### src/rtl/m_axi_rd_arbiter.sv
// Two-master AXI read-address/read-data arbiter onto one memory port, one burst at a time.
// Optional ARB_ROUND_ROBIN_EN: round-robin on simultaneous requests; default build is fixed priority (m1 over m0).
module m_axi_rd_arbiter (
  input  logic        clk,
  input  logic        rst_n,
  input  logic [31:0] m0_araddr,
  input  logic        m0_arvalid,
  input  logic [7:0]  m0_arlen,
  output logic        m0_arready,
  output logic [63:0] m0_rdata,
  output logic [1:0]  m0_rresp,
  output logic        m0_rvalid,
  output logic        m0_rlast,
  input  logic        m0_rready,
  input  logic [31:0] m1_araddr,
  input  logic        m1_arvalid,
  input  logic [7:0]  m1_arlen,
  output logic        m1_arready,
  output logic [63:0] m1_rdata,
  output logic [1:0]  m1_rresp,
  output logic        m1_rvalid,
  output logic        m1_rlast,
  input  logic        m1_rready,
  output logic [31:0] s_araddr,
  output logic        s_arvalid,
  output logic [7:0]  s_arlen,
  output logic [2:0]  s_arsize,
  output logic [1:0]  s_arburst,
  input  logic        s_arready,
  input  logic [63:0] s_rdata,
  input  logic [1:0]  s_rresp,
  input  logic        s_rvalid,
  input  logic        s_rlast,
  output logic        s_rready
);

  typedef enum logic [1:0] {IDLE, ADDR, DATA} state_e;

  state_e state_q, state_d;
  logic   grant_q, grant_d;
  logic   pick_m1;
  logic   sel_arvalid;
  logic   sel_rready;
`ifdef ARB_ROUND_ROBIN_EN
  logic   last_grant_q, last_grant_d;
`endif

  assign s_arsize  = 3'd3;
  assign s_arburst = 2'b01;

  always_ff @(posedge clk or negedge rst_n) begin
    if (!rst_n) begin
      state_q      <= IDLE;
      grant_q      <= 1'b0;
`ifdef ARB_ROUND_ROBIN_EN
      last_grant_q <= 1'b0;
`endif
    end else begin
      state_q      <= state_d;
      grant_q      <= grant_d;
`ifdef ARB_ROUND_ROBIN_EN
      last_grant_q <= last_grant_d;
`endif
    end
  end

  always_comb begin
    state_d      = state_q;
    grant_d      = grant_q;
`ifdef ARB_ROUND_ROBIN_EN
    last_grant_d = last_grant_q;
    // On a tie, hand the bus to whichever master did not finish the previous burst.
    pick_m1      = (m0_arvalid && m1_arvalid) ? ~last_grant_q : m1_arvalid;
`else
    pick_m1      = m1_arvalid;
`endif
    sel_arvalid  = grant_q ? m1_arvalid : m0_arvalid;
    sel_rready   = grant_q ? m1_rready  : m0_rready;

    s_arvalid  = 1'b0;
    s_araddr   = '0;
    s_arlen    = '0;
    s_rready   = 1'b0;
    m0_arready = 1'b0;
    m0_rdata   = '0;
    m0_rresp   = '0;
    m0_rvalid  = 1'b0;
    m0_rlast   = 1'b0;
    m1_arready = 1'b0;
    m1_rdata   = '0;
    m1_rresp   = '0;
    m1_rvalid  = 1'b0;
    m1_rlast   = 1'b0;

    case (state_q)
      IDLE: begin
        if (m0_arvalid || m1_arvalid) begin
          state_d = ADDR;
          grant_d = pick_m1;
        end
      end
      ADDR: begin
        s_arvalid = sel_arvalid;
        s_araddr  = grant_q ? m1_araddr : m0_araddr;
        s_arlen   = grant_q ? m1_arlen  : m0_arlen;
        if (grant_q) m1_arready = s_arready;
        else         m0_arready = s_arready;
        // A withdrawn request abandons the grant without issuing anything.
        if (!sel_arvalid)   state_d = IDLE;
        else if (s_arready) state_d = DATA;
      end
      DATA: begin
        s_rready = sel_rready;
        if (grant_q) begin
          m1_rdata  = s_rdata;
          m1_rresp  = s_rresp;
          m1_rvalid = s_rvalid;
          m1_rlast  = s_rlast;
        end else begin
          m0_rdata  = s_rdata;
          m0_rresp  = s_rresp;
          m0_rvalid = s_rvalid;
          m0_rlast  = s_rlast;
        end
        if (s_rvalid && sel_rready && s_rlast) begin
          state_d = IDLE;
`ifdef ARB_ROUND_ROBIN_EN
          last_grant_d = grant_q;
`endif
        end
      end
      default: state_d = IDLE;
    endcase
  end

endmodule

### config.mk
export PLATFORM = sky130hd
export DESIGN_NAME = m_axi_rd_arbiter
export DESIGN_NICKNAME = d
export VERILOG_FILES = /design/src/rtl/m_axi_rd_arbiter.sv
export SDC_FILE = /design/constraint.sdc
export NUM_CORES = 1
export LEC_CHECK = 0
export CORE_AREA = 10 10 125 127
export DETAILED_ROUTE_END_ITERATION = 12
export DIE_AREA = 0 0 135 137
export GPL_ROUTABILITY_DRIVEN = 0
export GPL_TIMING_DRIVEN = 0
export PLACE_DENSITY = 0.65
export SYNTH_ARGS = -nofsm -noshare
export SYNTH_HDL_FRONTEND = slang
export SYNTH_SLANG_ARGS = --single-unit
### constraint.sdc
create_clock -name clk -period 1.4 [get_ports clk]
set_clock_uncertainty 0.2 [all_clocks]
set_input_delay 0.28 -clock clk [delete_from_list [all_inputs] [get_ports clk]]
set_output_delay 0.28 -clock clk [all_outputs]
set_load 0.005 [all_outputs]
==> impl_metrics.sql, run 1 <==
INSERT INTO impl_metrics (metric_group, metric, value, unit) VALUES
('status', 'outcome', 'finished, violations left', ''),
('status', 'violated_checks', 'negative setup slack', ''),
('placed_design', 'hpwlAfterDp', '13.5', 'mm'),
('sta', 'hold_viol_final', '0', ''),
('logic_synthesis', 'postSynthRegisterBits', '3', ''),
('clock_network', 'htree_num_levels', '1', ''),
('logic_synthesis', 'syn_inst', '271', ''),
('global_routing', 'first_global_vias', '3693', ''),
('placed_design', 'placed_area', '5540', 'um^2'),
('global_routing', 'groute.usage.overall', '16.3', '%'),
('clock_network', 'clock_tree_from_tritoncts', 'built', ''),
('finish', 'seq_area', '76.3', 'um^2'),
('clock_network', 'worst_skew_pair.late_latency', '0.23', 'ns'),
('detailed_routing', 'routed_via_density', '4.06', ''),
('sta', 'setup_viol', '182', ''),
('sta', 'grt_setup_unrepaired', 'true', ''),
('sta', 'final.setup.tns', '-92.39', 'ns'),
('detailed_routing', 'post_drt_wl_per_cell', '20.5', 'um'),
('clock_network', 'worst_setup_hold_path_clk_slew', '0.03', 'ns'),
('hold_path', 'worst_hold_check_path_type', 'primary input to asynchronous set/reset pin', ''),
('finish', 'final_cell_area', '6870', 'um^2'),
('finish', 'final-instance-count-excl-fill', '832', ''),
('logic_synthesis', 'syn_avg_cell_area', '6.75', 'um^2'),
('run', 'timing.max_cap.violations', '0', ''),
('setup_path', 'timing.reg2reg.worst_path_depth', '7', ''),
('logic_synthesis', 'synthXorXnorAreaFrac', '0', '%'),
('logic_synthesis', 'synth_seq_area_share', '4.10', '%'),
('pwr', 'leakagePower', '3.19', 'nW'),
('die', 'die-height', '137', 'um'),
('logic_synthesis', 'synthMuxAreaShare', '23.0', '%'),
('setup_path', 'critical_path_startpoint_category', 'register', ''),
('setup_path', 'crit_type', 'register to output pin', ''),
('finish', 'multi_input_comb_area', '2280', 'um^2'),
('detailed_routing', 'detail_route.drc_violations', '0', ''),
('global_routing', 'grt_start_max_net_pins', '11', ''),
('setup_path', 'worst_ep_arrival_time', '1.49', 'ns'),
('logic_synthesis', 'synth_compound_area_share', '1.30', '%'),
('sta', 'smallest_setup_slack_after_layout', '-0.571', 'ns'),
('logic_synthesis', 'synth_simple_gate_area_share', '59.5', '%'),
('setup_path', 'worst_setup_path_end_kind', 'output pin', ''),
('detailed_routing', 'initialDrtViolationCount', '34', ''),
('setup_path', 'worst_path_largest_cell_delay', '0.37', 'ns'),
('placed_design', 'place.port_buffers', '334', ''),
('clock_network', 'cts_inserted_buffers', '3', ''),
('logic_synthesis', 'largest_family_of_logic_cells_by_synthesized_area', 'simple AND/OR/NAND/NOR gates', ''),
('pwr', 'worst_ir_drop_vdd', '1.10', 'mV'),
('die', 'num_io_pins', '340', ''),
('logic_synthesis', 'synth.yosys.warnings', '0', ''),
('finish', 'layout_common_cells', 'sky130_fd_sc_hd__clkdlybuf4s50_1 (154), sky130_fd_sc_hd__buf_6 (131), sky130_fd_sc_hd__and2_4 (95)', ''),
('detailed_routing', 'detailroute.via_count', '3375', ''),
('clock_network', 'clock_tree.buffer_depth', '2', ''),
('clock_network', 'clock_tree.root_cell', 'sky130_fd_sc_hd__clkbuf_16', ''),
('die', 'core_area', '13100', 'um^2'),
('finish', 'post_route_cells_drive_above_1_share', '64.9', '%'),
('pwr', 'power_density', '1340', 'nW/um^2'),
('sta', 'min_period_over_period', '141', '%'),
('global_routing', 'grt_overflow_total', '0', ''),
('finish', 'area_growth', '276', '%'),
('finish', 'num-fill-cells', '1157', ''),
('detailed_routing', 'detail_route.wirelength', '17.1', 'mm'),
('setup_path', 'critical_path.reg2reg.startpoint', 'grant_q', ''),
('sta', 'maxSlewViolCount', '0', ''),
('placed_design', 'dp.cells', '784', ''),
('sta', 'final.min_clock_period', '1.97', 'ns'),
('finish', 'design.final.nets', '811', ''),
('setup_path', 'crit_fanout', '6', ''),
('die', 'rows', '42', ''),
('die', 'floorplan.die_area', '18500', 'um^2'),
('setup_path', 'crit_chain', 'nand2b_4, nor2_4, buf_12, buf_8, clkbuf_16, and2_4, buf_6', ''),
('finish', 'finalCoreUtilization', '52.5', '%'),
('setup_path', 'r2r_slack', '-0.25', 'ns');
[state kept, by name (all words and copies together) (netlist names)]
register and count:
grant_q 1, state_q 2
[cell usage after synthesis]
cell type                  instances  share of area, %
sky130_fd_sc_hd__and2_1          136                47
sky130_fd_sc_hd__nor2_1           48               9.8
sky130_fd_sc_hd__mux2i_1          42                23
sky130_fd_sc_hd__buf_4             9               3.7
sky130_fd_sc_hd__clkbuf_2          8               2.2
sky130_fd_sc_hd__buf_6             7               4.3
sky130_fd_sc_hd__buf_2             4               1.1
sky130_fd_sc_hd__dfrtp_1           3               4.1
sky130_fd_sc_hd__conb_1            2              0.41
sky130_fd_sc_hd__nand2_1           2              0.41
sky130_fd_sc_hd__nor2_4            2               1.2
sky130_fd_sc_hd__a22o_1            1              0.48
sky130_fd_sc_hd__clkbuf_1          1              0.21
sky130_fd_sc_hd__inv_2             1              0.21
sky130_fd_sc_hd__nand2b_1          1              0.34
sky130_fd_sc_hd__nand2b_4          1              0.75
sky130_fd_sc_hd__nand3b_1          1              0.41
sky130_fd_sc_hd__o22a_1            1              0.48
sky130_fd_sc_hd__o22ai_1           1              0.34
[metal layers]
metal | track usage (%) | vias up | part of all wire [%]
li1 | - | 1615 | -
met1 | 15.7 | 1526 | 34
met2 | 31.0 | 220 | 53
met4 | 2.45 | 0 | 1.3
met5 | 0 | - | 0
met3 | 7.92 | 14 | 12
[how the worst max path moves through the flow]
| stage | from | to | slack [ns] | cells past startpoint |
|---|---|---|---|---|
| floorplan | state_q[0] | m0_rdata[44] | -0.13 | 5 |
| global placement | state_q[0] | m1_rdata[4] | -0.96 | 5 |
| detailed placement | state_q[0] | m1_rdata[4] | -0.98 | 5 |
| CTS | state_q[0] | m1_rdata[26] | -0.59 | 7 |
| global route | state_q[0] | m1_rdata[14] | -0.63 | 7 |
| finish | state_q[0] | m1_rdata[17] | -0.57 | 7 |
[critical path, delay by kind of cell (launching register included)]
family / cells / cell delay, ns
buffers and inverters: 4 / 0.49
AND/OR/NAND/NOR: 3 / 0.40
flip-flops: 1 / 0.37
[logic make-up after synthesis]
family          Yosys count
other cells               2
compound gates            3
flops                     3
simple gates            191
buf+inv                  30
mux                      42
[layout make-up]
| cell class | count | share of cell area [%] |
|---|---|---|
| repair buffers | 381 | 55.7 |
| multi-input cells | 242 | 33.2 |
| plain buffers | 24 | 5.55 |
| well taps | 176 | 3.20 |
| clock buffers | 4 | 1.15 |
| flip-flops and latches | 3 | 1.11 |
| inverters | 1 | 0.0910 |
| diodes | 1 | 0.0364 |
[through the flow]
stage | hold slack, ns | power, mW
CTS | 0.0439 | 7.46
finish | 0.0430 | 9.24
global route | 0.0478 | 9.80
floorplan | -0.216 | 2.73
detailed placement | 0.281 | 5.77
global placement | 0.272 | 5.73
[power breakdown]
| part | internal, mW | total [mW] | switching (mW) |
|---|---|---|---|
| clock | 0.376 | 0.457 | 0.0810 |
| combinational | 5.27 | 8.60 | 3.33 |
| sequential | 0.135 | 0.177 | 0.0420 |
[repair_timing]
item | CTS | global route
pin swaps | 98 | 18
hold buffers | 0 | 0
buffers inserted | 26 | 7
cloned | 14 | 5
setup endpoints to repair | 181 | 182
gates resized for setup | 925 | 172
(Power assumes the default switching activity.)
==> inputs of run 2 (changes only) <==
- MAX_ROUTING_LAYER: default -> met4
- PLACE_DENSITY: 0.65 -> default
- SETUP_SLACK_MARGIN: default -> 0.1
==> run 2 against run 1 <==
Compared with the run above:
- largest power group unchanged
- sequential cell count unchanged
- largest cell class unchanged
- clock power up 2%
- critical path type unchanged
- cell count up 1.9%
- via count up 1.2%
- the run still ends with negative setup slack left
==> impl_metrics.sql, run 2 (synthesis gave the netlist of run 1 again) <==
INSERT INTO impl_metrics (metric_group, metric, value, unit) VALUES
('setup_path', 'crit_type', 'register to output pin', ''),
('finish', 'max_flop_register', 'state_q', ''),
('detailed_routing', 'detail_route.drc_violations', '0', ''),
('setup_path', 'cp_data_required_time', '0.92', 'ns'),
('setup_path', 'r2r_slack', '-0.25', 'ns'),
('clock_network', 'clock_sinks', '3', ''),
('setup_path', 'timing.reg2reg.worst_path_depth', '7', ''),
('sta', 'setup_viol', '183', ''),
('global_routing', 'antenna_violations_before_repair', '1', ''),
('clock_network', 'htree_num_levels', '1', ''),
('sta', 'min_period_over_period', '146', '%'),
('setup_path', 'path_buf_inv', '6', ''),
('sta', 'smallest_setup_slack_after_layout', '-0.642', 'ns'),
('setup_path', 'worst_ep_arrival_time', '1.56', 'ns'),
('die', 'die-height', '137', 'um'),
('detailed_routing', 'detailroute.via_count', '3415', ''),
('finish', 'biggestRegsByFlops', 'state_q (2), grant_q (1)', ''),
('clock_network', 'worst_setup_hold_path_clk_slew', '0.03', 'ns'),
('finish', 'final-instance-count-excl-fill', '848', ''),
('placed_design', 'place.port_buffers', '334', ''),
('setup_path', 'timing.critical_path.mode_cell', 'sky130_fd_sc_hd__buf_6', ''),
('finish', 'flip_flop_count_of_the_largest_register_after_layout', '2', ''),
('detailed_routing', 'post_drt_wl_per_cell', '20.0', 'um'),
('finish', 'num-fill-cells', '1205', ''),
('setup_path', 'critical_path_startpoint_category', 'register', ''),
('detailed_routing', 'routed_via_density', '4.03', ''),
('detailed_routing', 'antenna_violating_nets_post_route', '0', ''),
('placed_design', 'dp.cells', '784', ''),
('finish', 'post_route_cells_drive_above_1_share', '68.7', '%'),
('die', 'die_x', '135', 'um'),
('die', 'rows', '42', ''),
('finish', 'design.final.nets', '827', ''),
('clock_network', 'clock_tree.buffer_depth', '2', ''),
('setup_path', 'crit_fanout', '6', ''),
('pwr', 'power_density', '1280', 'nW/um^2'),
('run', 'timing.max_cap.violations', '0', ''),
('setup_path', 'timing.critical_path.max_delay_family', 'buffers and inverters', ''),
('global_routing', 'groute.usage.overall', '16.6', '%'),
('setup_path', 'worst_setup_path_end_kind', 'output pin', ''),
('clock_network', 'cts_hold_repair.buffers', '0', ''),
('placed_design', 'placed_area', '5540', 'um^2'),
('global_routing', 'grt_overflow_total', '0', ''),
('finish', 'layout_common_cells', 'sky130_fd_sc_hd__clkdlybuf4s50_1 (154), sky130_fd_sc_hd__buf_6 (147), sky130_fd_sc_hd__and2_4 (108)', ''),
('finish', 'mostFrequentLayoutCell', 'sky130_fd_sc_hd__clkdlybuf4s50_1', ''),
('setup_path', 'worstReg2RegEnd', 'state_q[0]', ''),
('detailed_routing', 'dr.pass1.iters', '4', ''),
('clock_network', 'clock_tree.root_cell', 'sky130_fd_sc_hd__clkbuf_16', ''),
('sta', 'hold_viol_final', '0', ''),
('setup_path', 'critical_path.reg2reg.startpoint', 'grant_q', ''),
('sta', 'grt_setup_unrepaired', 'true', ''),
('setup_path', 'worst_path_largest_cell_delay', '0.39', 'ns'),
('global_routing', 'first_global_vias', '3734', ''),
('pwr', 'design_power_total', '8.86', 'mW'),
('die', 'initial_core_utilization', '14.0', '%'),
('sta', 'fmax', '490', 'MHz'),
('finish', 'seq_area', '76.3', 'um^2'),
('hold_path', 'worst_hold_check_path_type', 'primary input to asynchronous set/reset pin', ''),
('pwr', 'worst_ir_drop_vdd', '0.897', 'mV'),
('global_routing', 'grt_start_max_net_pins', '11', ''),
('clock_network', 'clock_tree_from_tritoncts', 'built', ''),
('sta', 'final.setup.tns', '-99.77', 'ns'),
('finish', 'multi_input_comb_area', '2250', 'um^2'),
('detailed_routing', 'initialDrtViolationCount', '63', ''),
('setup_path', 'crit_chain', 'buf_6, nor2_4, buf_12, buf_8, buf_6, buf_6, and2_4, buf_6', ''),
('die', 'core_area', '13100', 'um^2'),
('pwr', 'leakagePower', '3.24', 'nW'),
('status', 'outcome', 'finished, violations left', ''),
('detailed_routing', 'detail_route.wirelength', '16.9', 'mm'),
('sta', 'maxSlewViolCount', '0', ''),
('clock_network', 'worst_skew_pair.late_latency', '0.23', 'ns'),
('finish', 'area_growth', '278', '%'),
('status', 'violated_checks', 'negative setup slack', ''),
('die', 'floorplan.die_area', '18500', 'um^2'),
('sta', 'final.min_clock_period', '2.04', 'ns'),
('die', 'num_io_pins', '340', ''),
('finish', 'final_cell_area', '6920', 'um^2'),
('clock_network', 'cts_inserted_buffers', '3', ''),
('placed_design', 'hpwlAfterDp', '13.6', 'mm'),
('global_routing', 'grt_pass1_wl', '23.1', 'mm'),
('setup_path', 'critical_path.slowest_cell', 'sky130_fd_sc_hd__dfrtp_1', '');
-- run 2: cell types whose count changed in the layout (fill, tap and decap cells not counted), moves of 5 or more --
cell | previous run | this run
sky130_fd_sc_hd__and2_1 | 41 | 28
sky130_fd_sc_hd__and2_4 | 95 | 108
sky130_fd_sc_hd__buf_6 | 131 | 147
sky130_fd_sc_hd__clkbuf_16 | 10 | 4
sky130_fd_sc_hd__mux2i_1 | 13 | 8
sky130_fd_sc_hd__nor2_2 | 21 | 40
sky130_fd_sc_hd__nor2_4 | 21 | 3
-- run 2: worst max path at each step --
stage / start / slack (ns) / depth (start not counted) / endpoint
2_1_floorplan: state_q[0] / -0.13 / 5 / m0_rdata[44]
3_3_place_gp: state_q[0] / -0.85 / 5 / m1_rdata[6]
3_5_place_dp: state_q[0] / -0.88 / 5 / m1_rdata[4]
4_1_cts: state_q[0] / -0.65 / 8 / m0_rdata[4]
5_1_grt: grant_q / -0.71 / 8 / m0_rlast
6_report: grant_q / -0.64 / 8 / m0_rlast
-- run 2: timing repair --
item | in CTS | in global routing
gates cloned | 16 | 1
setup endpoints to repair | 182 | 183
buffers inserted | 37 | 14
pin swaps | 84 | 29
resized for setup | 938 | 169
-- run 2: layer usage --
layer,vias to the layer above,track usage [%],share of wire [%]
met5,-,-,0
met4,0,3.23,1.1
met3,12,3.89,6.8
met2,198,31.5,55
met1,1558,17.1,37
li1,1647,-,-
-- run 2: stage by stage --
step | util, % | setup WS [ns] | hold WS, ns
floorplan | - | -0.128 | -0.216
detailed placement | 42.3 | -0.883 | 0.283
global route | 52.9 | -0.714 | 0.0473
CTS | 47.8 | -0.651 | 0.0487
global placement | 42.3 | -0.851 | 0.275
finish | 52.9 | -0.642 | 0.0455
-- run 2: final cells by class --
class	count	area share (%)
well taps	176	3.18
inverters	1	0.0904
repair buffers	397	56.9
flip-flops and latches	3	1.10
plain buffers	25	5.10
multi-input cells	241	32.5
diodes	1	0.0362
clock buffers	4	1.14
-- run 2: worst register-to-register path, stage by stage (launching register included) --
cell and delay, ns:
sky130_fd_sc_hd__dfrtp_1 0.39, sky130_fd_sc_hd__buf_6 0.13, sky130_fd_sc_hd__buf_8 0.14, sky130_fd_sc_hd__buf_6 0.12
sky130_fd_sc_hd__mux2i_4 0.19, sky130_fd_sc_hd__buf_6 0.13, sky130_fd_sc_hd__o22a_1 0.18, sky130_fd_sc_hd__nor2_1 0.09
-- run 2: power by group --
part	switching [mW]	internal, mW	leakage, nW	total, mW
registers	0.0444	0.135	0.0350	0.179
logic	3.12	5.10	3.16	8.21
clock network	0.0884	0.377	0.0382	0.465
total	3.25	5.61	3.24	8.86
==> inputs of run 3 (changes only) <==
- REMOVE_ABC_BUFFERS: default -> 1
==> run 3 against run 2 <==
Compared with the run above:
- the run still ends with negative setup slack left
- clock-buffer cell count did not move
- hold slack worse by 0.0093 ns
- sequential share of layout area about the same
==> impl_metrics.sql, run 3 (synthesis gave the netlist of run 1 again) <==
INSERT INTO impl_metrics (metric_group, metric, value, unit) VALUES
('global_routing', 'grt_start_max_net_pins', '42', ''),
('detailed_routing', 'antenna_violating_nets_post_route', '0', ''),
('clock_network', 'clock_tree_from_tritoncts', 'built', ''),
('hold_path', 'worst_hold_check_path_type', 'primary input to asynchronous set/reset pin', ''),
('status', 'outcome', 'finished, violations left', ''),
('setup_path', 'crit_chain', 'nand2b_4, buf_6, nor2_4, buf_12, buf_6, buf_6, buf_6, and2_4, buf_6', ''),
('setup_path', 'worst_path_largest_cell_delay', '0.42', 'ns'),
('placed_design', 'dp.cells', '756', ''),
('clock_network', 'cts_hold_repair.buffers', '0', ''),
('finish', 'biggestRegsByFlops', 'state_q (2), grant_q (1)', ''),
('clock_network', 'clock_tree.root_cell', 'sky130_fd_sc_hd__clkbuf_16', ''),
('finish', 'num-fill-cells', '1132', ''),
('clock_network', 'htree_num_levels', '1', ''),
('pwr', 'leakagePower', '3.46', 'nW'),
('setup_path', 'r2r_slack', '-0.31', 'ns'),
('finish', 'design.final.nets', '851', ''),
('sta', 'hold_viol_final', '0', ''),
('pwr', 'power_density', '1230', 'nW/um^2'),
('finish', 'area_growth', '288', '%'),
('detailed_routing', 'detail_route.drc_violations', '0', ''),
('global_routing', 'grt_overflow_total', '0', ''),
('die', 'rows', '42', ''),
('pwr', 'worst_ir_drop_vdd', '0.487', 'mV'),
('setup_path', 'worstReg2RegEnd', 'state_q[0]', ''),
('finish', 'final-instance-count-excl-fill', '872', ''),
('setup_path', 'worst_ep_arrival_time', '1.77', 'ns'),
('global_routing', 'first_global_vias', '3630', ''),
('global_routing', 'grt_pass1_wl', '23.2', 'mm'),
('global_routing', 'groute.usage.overall', '17.0', '%'),
('detailed_routing', 'detail_route.wirelength', '19.5', 'mm'),
('status', 'violated_checks', 'negative setup slack', ''),
('setup_path', 'crit_type', 'register to output pin', ''),
('sta', 'grt_setup_unrepaired', 'true', ''),
('setup_path', 'critical_path.slowest_cell', 'sky130_fd_sc_hd__dfrtp_2', ''),
('finish', 'finalCoreUtilization', '54.3', '%'),
('sta', 'smallest_setup_slack_after_layout', '-0.851', 'ns'),
('setup_path', 'cp_data_required_time', '0.92', 'ns'),
('detailed_routing', 'detailroute.via_count', '3599', ''),
('setup_path', 'worst_setup_path_end_kind', 'output pin', ''),
('placed_design', 'place.port_buffers', '334', ''),
('finish', 'layout_common_cells', 'sky130_fd_sc_hd__buf_6 (179), sky130_fd_sc_hd__clkdlybuf4s50_1 (155), sky130_fd_sc_hd__and2_4 (125)', ''),
('detailed_routing', 'post_drt_wl_per_cell', '22.4', 'um'),
('die', 'initial_core_utilization', '14.0', '%'),
('global_routing', 'antenna_violations_before_repair', '1', ''),
('setup_path', 'timing.critical_path.mode_cell', 'sky130_fd_sc_hd__buf_6', ''),
('clock_network', 'worst_setup_hold_path_clk_slew', '0.03', 'ns'),
('clock_network', 'clock_tree.buffer_depth', '2', ''),
('sta', 'final.min_clock_period', '2.25', 'ns'),
('setup_path', 'critical_path.reg2reg.startpoint', 'grant_q', ''),
('finish', 'max_flop_register', 'state_q', ''),
('setup_path', 'timing.reg2reg.worst_path_depth', '6', ''),
('sta', 'fmax', '444', 'MHz'),
('die', 'die_x', '135', 'um'),
('finish', 'multi_input_comb_area', '2040', 'um^2'),
('finish', 'mostFrequentLayoutCell', 'sky130_fd_sc_hd__buf_6', ''),
('run', 'timing.max_cap.violations', '0', ''),
('clock_network', 'clock_sinks', '3', ''),
('sta', 'min_period_over_period', '161', '%'),
('setup_path', 'crit_fanout', '4', ''),
('sta', 'maxSlewViolCount', '0', ''),
('die', 'floorplan.die_area', '18500', 'um^2'),
('die', 'core_area', '13100', 'um^2'),
('detailed_routing', 'routed_via_density', '4.13', ''),
('sta', 'setup_viol', '183', ''),
('clock_network', 'worst_skew_pair.late_latency', '0.23', 'ns'),
('finish', 'post_route_cells_drive_above_1_share', '62.6', '%'),
('pwr', 'design_power_total', '8.76', 'mW'),
('placed_design', 'hpwlAfterDp', '12.2', 'mm'),
('die', 'die-height', '137', 'um'),
('detailed_routing', 'initialDrtViolationCount', '94', ''),
('detailed_routing', 'dr.pass1.iters', '4', ''),
('clock_network', 'cts_inserted_buffers', '3', ''),
('die', 'num_io_pins', '340', ''),
('finish', 'flip_flop_count_of_the_largest_register_after_layout', '2', ''),
('finish', 'seq_area', '81.3', 'um^2'),
('setup_path', 'critical_path_startpoint_category', 'register', '');
## run 3: cell count changes in the layout (fill, tap and decap cells not counted), moves of 10 or more
cell / previous run / this run
sky130_fd_sc_hd__nor2_1: 7 / 46
sky130_fd_sc_hd__nor2_2: 40 / 2
sky130_fd_sc_hd__mux2i_2: 14 / 2
sky130_fd_sc_hd__and2_4: 108 / 125
sky130_fd_sc_hd__mux2i_4: 20 / 3
sky130_fd_sc_hd__and2_1: 28 / 11
sky130_fd_sc_hd__mux2i_1: 8 / 37
sky130_fd_sc_hd__buf_8: 16 / 6
sky130_fd_sc_hd__buf_6: 147 / 179
sky130_fd_sc_hd__buf_12: 11 / 22
sky130_fd_sc_hd__buf_2: 70 / 39
sky130_fd_sc_hd__clkbuf_2: 1 / 17
## run 3: routing by layer
metal	vias up	routed length [um]	global-route usage, %
li1	1702	-	-
met3	34	1550	4.22
met2	168	10600	31.9
met5	-	0	-
met1	1695	6850	17.7
met4	0	490	3.35
## run 3: worst max-delay path by stage
stage,from,endpoint,slack [ns]
final,state_q[0],m1_rdata[34],-0.85
after CTS,state_q[1],s_arvalid,-0.89
after floorplan,grant_q,m1_rdata[0],-1.63
after global placement,grant_q,m1_rdata[2],-3.00
after detailed placement,grant_q,m1_rdata[2],-1.90
after global routing,state_q[0],m1_rdata[34],-0.89
## run 3: per-stage QoR
step | worst slack (ns) | TNS [ns] | area, um^2 | hold WS (ns)
global placement | -3.00 | -470.45 | 5190 | 0.273
CTS | -0.890 | -124.60 | 5810 | 0.0420
global route | -0.892 | -125.74 | 7100 | 0.0415
floorplan | -1.63 | -257.36 | 1630 | -0.216
finish | -0.851 | -117.94 | 7100 | 0.0362
detailed placement | -1.90 | -276.08 | 5230 | 0.274
## run 3: area by class of cell
class	count	share of cell area, %
multi-input combinational	250	28.7
clock buffer	4	1.11
antenna	1	0.0352
tap	176	3.10
inverter	1	0.229
sequential	3	1.15
timing repair buffer	437	65.7
## run 3: repair_timing
item                                    CTS  global route
resized for setup                       536           498
setup buffers                            56            43
pin swaps                                36            79
gates cloned                             10             9
endpoints found under the setup margin  183           183
## run 3: critical path: cells and delay by family (launching register included)
family / cells / cell delay, ns
simple gates: 3 / 0.47
flops: 1 / 0.42
buf+inv: 6 / 0.65
## run 3: power breakdown
| part | total (mW) | switching, mW | leakage, nW | internal [mW] |
|---|---|---|---|---|
| logic | 8.03 | 3.20 | 3.39 | 4.83 |
| registers | 0.259 | 0.111 | 0.0332 | 0.148 |
| clock network | 0.471 | 0.0937 | 0.0382 | 0.377 |
